### config.mk
export PLATFORM = sky130hd
export DESIGN_NAME = ethernet_transmitter
export DESIGN_NICKNAME = d
export VERILOG_FILES = /design/src/rtl/ethernet_transmitter.sv
export SDC_FILE = /design/constraint.sdc
export NUM_CORES = 1
export LEC_CHECK = 0
export BUFFER_PORTS_ARGS = -buffer_cell sky130_fd_sc_hd__buf_2
export CORE_MARGIN = 5
export CORE_UTILIZATION = 25
export CTS_CLUSTER_DIAMETER = 100
export DETAILED_ROUTE_END_ITERATION = 8
export GPL_ROUTABILITY_DRIVEN = 0
export MAX_ROUTING_LAYER = met4
export PLACE_DENSITY_LB_ADDON = 0.12
export SYNTH_ARGS = -nofsm -noshare
export SYNTH_HDL_FRONTEND = slang
export SYNTH_SLANG_ARGS = --single-unit
export TNS_END_PERCENT = 1
### constraint.sdc
create_clock -name clk -period 2.85 [get_ports clk]
set_input_delay 0 -clock clk [delete_from_list [all_inputs] [get_ports clk]]
set_output_delay 0 -clock clk [all_outputs]
set_load 0.02 [all_outputs]
### src/rtl/ethernet_transmitter.sv
// GMII transmit framer: preamble, SFD, payload, zero pad, CRC-32 FCS and a
// guaranteed inter-frame gap. Payload arrives on a valid/ready/last byte stream.
module ethernet_transmitter #(
    parameter int unsigned DATA_WIDTH = 8,
    parameter int unsigned ENABLE_CRC = 1,
    parameter int unsigned MIN_FRAME  = 60,
    parameter int unsigned IFG_BYTES  = 12
) (
    input  logic                  clk,
    input  logic                  rst_n,
    input  logic [DATA_WIDTH-1:0] tx_data,
    input  logic                  tx_data_valid,
    input  logic                  tx_data_last,
    output logic                  tx_data_ready,
    output logic [DATA_WIDTH-1:0] txd,
    output logic                  tx_en,
    output logic                  tx_er,
    output logic                  tx_busy,
    output logic                  frame_sent,
    output logic                  frame_error,
    output logic [15:0]           frame_length
);

    typedef enum logic [2:0] {
        StIdle,
        StPreamble,
        StSfd,
        StData,
        StPad,
        StFcs,
        StIfg
    } state_e;

    localparam logic        CrcOn     = (ENABLE_CRC != 0);
    localparam logic [15:0] MinFrameW = 16'(MIN_FRAME);
    // The IDLE cycle that samples tx_data_valid also drives tx_en=0, so the IFG
    // state itself lasts one cycle less than the visible gap.
    localparam int unsigned IfgStates = (IFG_BYTES > 1) ? IFG_BYTES - 1 : 1;
    localparam logic [15:0] IfgLast   = 16'(IfgStates - 1);
    localparam state_e      IfgEntry  = (IFG_BYTES > 1) ? StIfg : StIdle;

    // Reflected CRC-32, one byte LSB-first
    function automatic logic [31:0] crc_update(input logic [31:0] crc, input logic [7:0] data);
        logic [31:0] c;
        c = crc ^ {24'd0, data};
        for (int i = 0; i < 8; i++) begin
            c = c[0] ? ((c >> 1) ^ 32'hEDB88320) : (c >> 1);
        end
        return c;
    endfunction

    state_e                  state_q, state_d;
    logic [2:0]              pre_cnt_q, pre_cnt_d;
    logic [1:0]              fcs_cnt_q, fcs_cnt_d;
    logic [15:0]             ifg_cnt_q, ifg_cnt_d;
    logic [DATA_WIDTH-1:0]   data_q, data_d;
    logic                    last_q, last_d;
    logic                    abort_q, abort_d;
    logic [15:0]             len_q, len_d;
    logic [15:0]             tot_q, tot_d;
    logic [31:0]             crc_q, crc_d;
    logic                    sent_pend_q, sent_pend_d;
    logic [DATA_WIDTH-1:0]   txd_q, txd_d;
    logic                    tx_en_q, tx_en_d;
    logic                    tx_er_q, tx_er_d;
    logic                    frame_sent_q, frame_sent_d;
    logic                    frame_error_q, frame_error_d;
    logic [15:0]             frame_length_q, frame_length_d;
    logic                    accept;

    // Ready only while a payload byte can be taken: SFD cycle, or DATA before last/underrun
    assign tx_data_ready = (state_q == StSfd) ||
                           ((state_q == StData) && !last_q && !abort_q);
    assign tx_busy       = (state_q != StIdle);
    assign txd           = txd_q;
    assign tx_en         = tx_en_q;
    assign tx_er         = tx_er_q;
    assign frame_sent    = frame_sent_q;
    assign frame_error   = frame_error_q;
    assign frame_length  = frame_length_q;

    // Next-state and next-output logic; txd is driven one cycle behind the state
    always_comb begin
        state_d        = state_q;
        pre_cnt_d      = pre_cnt_q;
        fcs_cnt_d      = fcs_cnt_q;
        ifg_cnt_d      = '0;
        data_d         = data_q;
        last_d         = last_q;
        abort_d        = abort_q;
        len_d          = len_q;
        tot_d          = tot_q;
        crc_d          = crc_q;
        sent_pend_d    = 1'b0;
        txd_d          = '0;
        tx_en_d        = 1'b0;
        tx_er_d        = 1'b0;
        frame_sent_d   = sent_pend_q;
        frame_error_d  = 1'b0;
        frame_length_d = sent_pend_q ? len_q : frame_length_q;
        accept         = 1'b0;

        case (state_q)
            StIdle: begin
                if (tx_data_valid) begin
                    state_d   = StPreamble;
                    pre_cnt_d = '0;
                    fcs_cnt_d = '0;
                    crc_d     = '1;
                    len_d     = '0;
                    tot_d     = '0;
                    last_d    = 1'b0;
                    abort_d   = 1'b0;
                end
            end
            StPreamble: begin
                txd_d     = 8'h55;
                tx_en_d   = 1'b1;
                pre_cnt_d = pre_cnt_q + 3'd1;
                if (pre_cnt_q == 3'd6) begin
                    state_d = StSfd;
                end
            end
            StSfd: begin
                txd_d   = 8'hD5;
                tx_en_d = 1'b1;
                state_d = StData;
                if (tx_data_valid) begin
                    accept = 1'b1;
                end else begin
                    abort_d = 1'b1;
                end
            end
            StData: begin
                tx_en_d = 1'b1;
                if (abort_q) begin
                    // Underrun: one poisoned byte, no FCS
                    txd_d          = '0;
                    tx_er_d        = 1'b1;
                    frame_error_d  = 1'b1;
                    frame_length_d = len_q;
                    abort_d        = 1'b0;
                    state_d        = IfgEntry;
                end else begin
                    txd_d = data_q;
                    if (last_q) begin
                        last_d = 1'b0;
                        if (tot_q < MinFrameW) begin
                            state_d = StPad;
                        end else if (CrcOn) begin
                            state_d = StFcs;
                        end else begin
                            state_d     = IfgEntry;
                            sent_pend_d = 1'b1;
                        end
                    end else if (tx_data_valid) begin
                        accept = 1'b1;
                    end else begin
                        // Pending byte still goes out this cycle; error byte follows
                        abort_d = 1'b1;
                    end
                end
            end
            StPad: begin
                txd_d   = '0;
                tx_en_d = 1'b1;
                tot_d   = tot_q + 16'd1;
                if (CrcOn) begin
                    crc_d = crc_update(crc_q, 8'h00);
                end
                if ((tot_q + 16'd1) >= MinFrameW) begin
                    if (CrcOn) begin
                        state_d = StFcs;
                    end else begin
                        state_d     = IfgEntry;
                        sent_pend_d = 1'b1;
                    end
                end
            end
            StFcs: begin
                txd_d     = ~crc_q[{fcs_cnt_q, 3'b000} +: 8];
                tx_en_d   = 1'b1;
                fcs_cnt_d = fcs_cnt_q + 2'd1;
                if (fcs_cnt_q == 2'd3) begin
                    state_d     = IfgEntry;
                    sent_pend_d = 1'b1;
                end
            end
            StIfg: begin
                ifg_cnt_d = ifg_cnt_q + 16'd1;
                if (ifg_cnt_q == IfgLast) begin
                    state_d = StIdle;
                end
            end
            default: begin
                state_d = StIdle;
            end
        endcase

        if (accept) begin
            data_d = tx_data;
            last_d = tx_data_last;
            len_d  = (len_q == 16'hFFFF) ? len_q : len_q + 16'd1;
            tot_d  = (tot_q == 16'hFFFF) ? tot_q : tot_q + 16'd1;
            if (CrcOn) begin
                crc_d = crc_update(crc_q, tx_data);
            end
        end
    end

    // State and registered GMII outputs, cleared asynchronously
    always_ff @(posedge clk or negedge rst_n) begin
        if (!rst_n) begin
            state_q        <= StIdle;
            pre_cnt_q      <= '0;
            fcs_cnt_q      <= '0;
            ifg_cnt_q      <= '0;
            data_q         <= '0;
            last_q         <= 1'b0;
            abort_q        <= 1'b0;
            len_q          <= '0;
            tot_q          <= '0;
            crc_q          <= '1;
            sent_pend_q    <= 1'b0;
            txd_q          <= '0;
            tx_en_q        <= 1'b0;
            tx_er_q        <= 1'b0;
            frame_sent_q   <= 1'b0;
            frame_error_q  <= 1'b0;
            frame_length_q <= '0;
        end else begin
            state_q        <= state_d;
            pre_cnt_q      <= pre_cnt_d;
            fcs_cnt_q      <= fcs_cnt_d;
            ifg_cnt_q      <= ifg_cnt_d;
            data_q         <= data_d;
            last_q         <= last_d;
            abort_q        <= abort_d;
            len_q          <= len_d;
            tot_q          <= tot_d;
            crc_q          <= crc_d;
            sent_pend_q    <= sent_pend_d;
            txd_q          <= txd_d;
            tx_en_q        <= tx_en_d;
            tx_er_q        <= tx_er_d;
            frame_sent_q   <= frame_sent_d;
            frame_error_q  <= frame_error_d;
            frame_length_q <= frame_length_d;
        end
    end

endmodule

==> reports/qor.yml <==
cells_and_area:
  nNetsFinal: 874
  n_antenna_cell: 0
  drive_gt1_share_pct: 19.84
  nFillCells: 3190
  area_delta_synth_final_pct: 19.85
synth:
  seq_area_frac_synth_pct: 41.89
  synth_seq_cells: 126
  synthTopCellsByArea: "dfrtp_1 (31%), dfstp_2 (11%), xnor2_1 (11%)"
  synth_commonest_cells: "xnor2_1 (95), dfrtp_1 (94), nor2_1 (83)"
  synthMuxAreaShare_pct: 4.366
  yosysTopAreaCell: "dfrtp_1"
  syn_avg_cell_area_sq_um: 9.516
  synth_most_common_cell: "xnor2_1"
  synthFlopType: "dfrtp_1"
  synth_edf_count: 0
  synth.distinct_cells: 66
  async_flop_share_pct: 100.0
  synth-compound-area-share_pct: 14.10
  synth_cells: 801
  synth_top_family_by_area: "XOR/XNOR gates"
  yosys_warnings: 0
  synth_fp_nets: 821
  synthDominantCellAreaShare_pct: 30.86
  synthAdderAreaFrac_pct: 1.313
  synthSimpleGateAreaFrac_pct: 15.71
  synthXorXnorAreaFrac_pct: 18.63
  syn_area_sq_um: 7622
cts:
  htree_levels: 4
  clock_tree.root_cell: "clkbuf_16"
  cts_sinks: 126
  clkTransAtPathRegs_ns: 0.06
  cts_resized: 0
  cts_tree: "yes"
  clock_latency_ns: 0.44
  clockBufferDepth: 2
  cts_buffers: 17
floorplan:
  die_y_um: 184.6
  io_pins: 42
  core_area_sq_um: 30350
  die_x_um: 184.6
  initial_core_util_pct: 25.12
  die_area_sq_um: 34080
  num_rows: 64
setup_path:
  cp_cell_sequence: "ha_1, nand3_1, nor2_1, nand3_1, a2111oi_0, a31oi_1, mux2i_1"
  end_kind: "flop"
  cp_max_fo: 8
  cpMostUsedCell: "nand3_1"
  criticalPathCategory: "reg2reg"
  cp.required_ns: 3.16
  worst_setup_path_start_kind: "flop"
  crit_arrival_ns: 2.84
  max_stage_delay_ns: 0.66
  slowest_stage: "a2111oi_0"
worst_hold_path:
  hp-class: "in2async"
pwr:
  power_density_nw_per_um2: 1308
  power_frac_seq_pct: 25.0
  p_switching_mw: 5.028
  p_leak_nw: 3.703
  p_sw_share_pct: 42.09
  power_frac_comb_pct: 53.6
  ir_drop_uv: 506.3
  power.total_mw: 11.95
  clock_power_share_pct: 21.4
  p_int_mw: 6.917
grt:
  grt_pass1_wl_mm: 36.10
  antenna_found_initial: 0
  overflow: 0
  grt_usage_pct: 13.95
  grt_max_degree: 68
  grt_pass1_vias: 6079
timing:
  period_minus_slack_ns: 2.531
  rsz0062_at_grt: "false"
  hold_slack_ns: 0.1657
  setup_tns_ns: 0
  max_slew_margin_pct: 53.84
  setup_viol: 0
  timing.fmax_mhz: 395.0
  hold_viol_final: 0
  final-max-slew-violation-count: 0
  clock_skew_ns: 0.01612
  fin_crit_sh_pct: 88.82
  tightestPinTransition_ns: 0.6749
  worst_slack_ns: 0.3186
routing:
  firstDrtPassIters: 7
  drc: 0
  vias_per_cell: 4.758
  wl_per_cell_um: 17.48
  antenna_left: 0
  drt_wl_total_mm: 22.08
  dr_total_vias: 6009
  drt_iter0_markers: 359
outcome:
  outcome: "finished, final reports clean"
placed_design:
  portBuffers: 41
  pre_cts_ws_ns: 0.3971
  hpwlAfterDp_mm: 15.73
flow_run:
  drv_cap: 0
[logic make-up (layout without fill, tap and decap cells)]
| group | Yosys count | after routing |
|---|---|---|
| simple gates | 255 | 255 |
| compound gates | 174 | 174 |
| xor+xnor | 149 | 149 |
| flops | 126 | 126 |
| buf+inv | 68 | 134 |
| mux | 21 | 21 |
| fa+ha+maj | 8 | 8 |
[worst max-delay path: cells and delay by family, from the launching register on]
family	cells	cell delay, ns
compound gates	2	0.87
fa+ha+maj	1	0.34
flops	1	0.43
mux	1	0.16
simple gates	3	0.63
[power by group through the flow]
stage	clock network [mW]	logic (mW)	registers, mW
6_report	2.55	6.40	2.99
3_5_place_dp	0	6.43	3.02
2_1_floorplan	0	4.99	2.75
5_1_grt	2.69	7.03	3.06
4_1_cts	2.63	6.47	2.99
3_3_place_gp	0	6.50	3.02
[flip-flops by register name, indices dropped and copies added, names as in the netlist]
name	flops
frame_error	1
tot_q	16
fcs_cnt_q	2
frame_sent	1
len_q	16
pre_cnt_q	3
data_q	8
txd	8
crc_q	32
tx_en	1
last_q	1
state_q	3
abort_q	1
frame_sent_d	1
ifg_cnt_q	16
frame_length	16
[metal layers]
metal  up-vias  track usage [%]  wire (um)
li1       2908                -          -
met4         0            3.171        196
met2       117            21.50      10200
met1      2972            19.26      10880
met3        12            2.467        800
met5         -                -          0
[timing repair]
item	in CTS	in global routing
endpoints found under the hold margin	59	0
buffers inserted	0	0
hold buffers	11	0
[path summary, 6_finish.rpt]
kind | from | end | slack [ns] | depth (start not counted)
setup / recovery | tot_q[0]$_DFFE_PN0P_ | state_q[0]$_DFFE_PN0P_ | 0.32 | 7
setup reg to reg | tot_q[0]$_DFFE_PN0P_ | state_q[0]$_DFFE_PN0P_ | 0.32 | 7
min in group clk | tx_data_last | last_q$_DFFE_PN0P_ | 0.38 | 4
max in group asynchronous | rst_n | crc_q[6]$_DFFE_PN1P_ | 1.89 | 3
hold / removal | rst_n | len_q[4]$_DFFE_PN0P_ | 0.17 | 2
hold reg to reg | frame_sent_d$_DFF_PN0_ | frame_sent$_DFF_PN0_ | 0.40 | 0
[through the flow]
stage	instance area, sq um	util, %	cells
after floorplan	7622	-	801
final	9135	30.10	1263
after global routing	9135	30.10	1263
after CTS	9135	30.10	1263
after global placement	8347	27.50	1220
after detailed placement	8347	27.50	1220
[cells in the final DEF (no fill, tap or decap), types with 7 or more instances in the layout]
cell type / count
buf_2: 40
nor3_1: 7
o22ai_1: 14
buf_4: 31
o31ai_1: 7
nand2_1: 74
a21oi_1: 44
nor2_1: 83
inv_1: 18
mux2_2: 12
clkbuf_16: 17
dfrtp_1: 94
a221oi_1: 8
and3_1: 7
nor2b_1: 9
or3_1: 11
xnor2_1: 95
xor2_1: 44
dlygate4sd3_1: 11
nor4_1: 9
dfstp_2: 32
o21ai_0: 59
ha_1: 8
nand4_1: 14
nand3_1: 23
[final cells by class]
class | instances | area, sq um | share of cell area [%]
flip-flops and latches | 126 | 3193 | 34.95
inverters | 18 | 67.56 | 0.7396
clock inverters | 13 | 235.2 | 2.575
repair buffers | 84 | 574.3 | 6.287
well taps | 396 | 495.5 | 5.424
multi-input cells | 607 | 4126 | 45.17
clock buffers | 19 | 442.9 | 4.849
(Power assumes the default switching activity.)
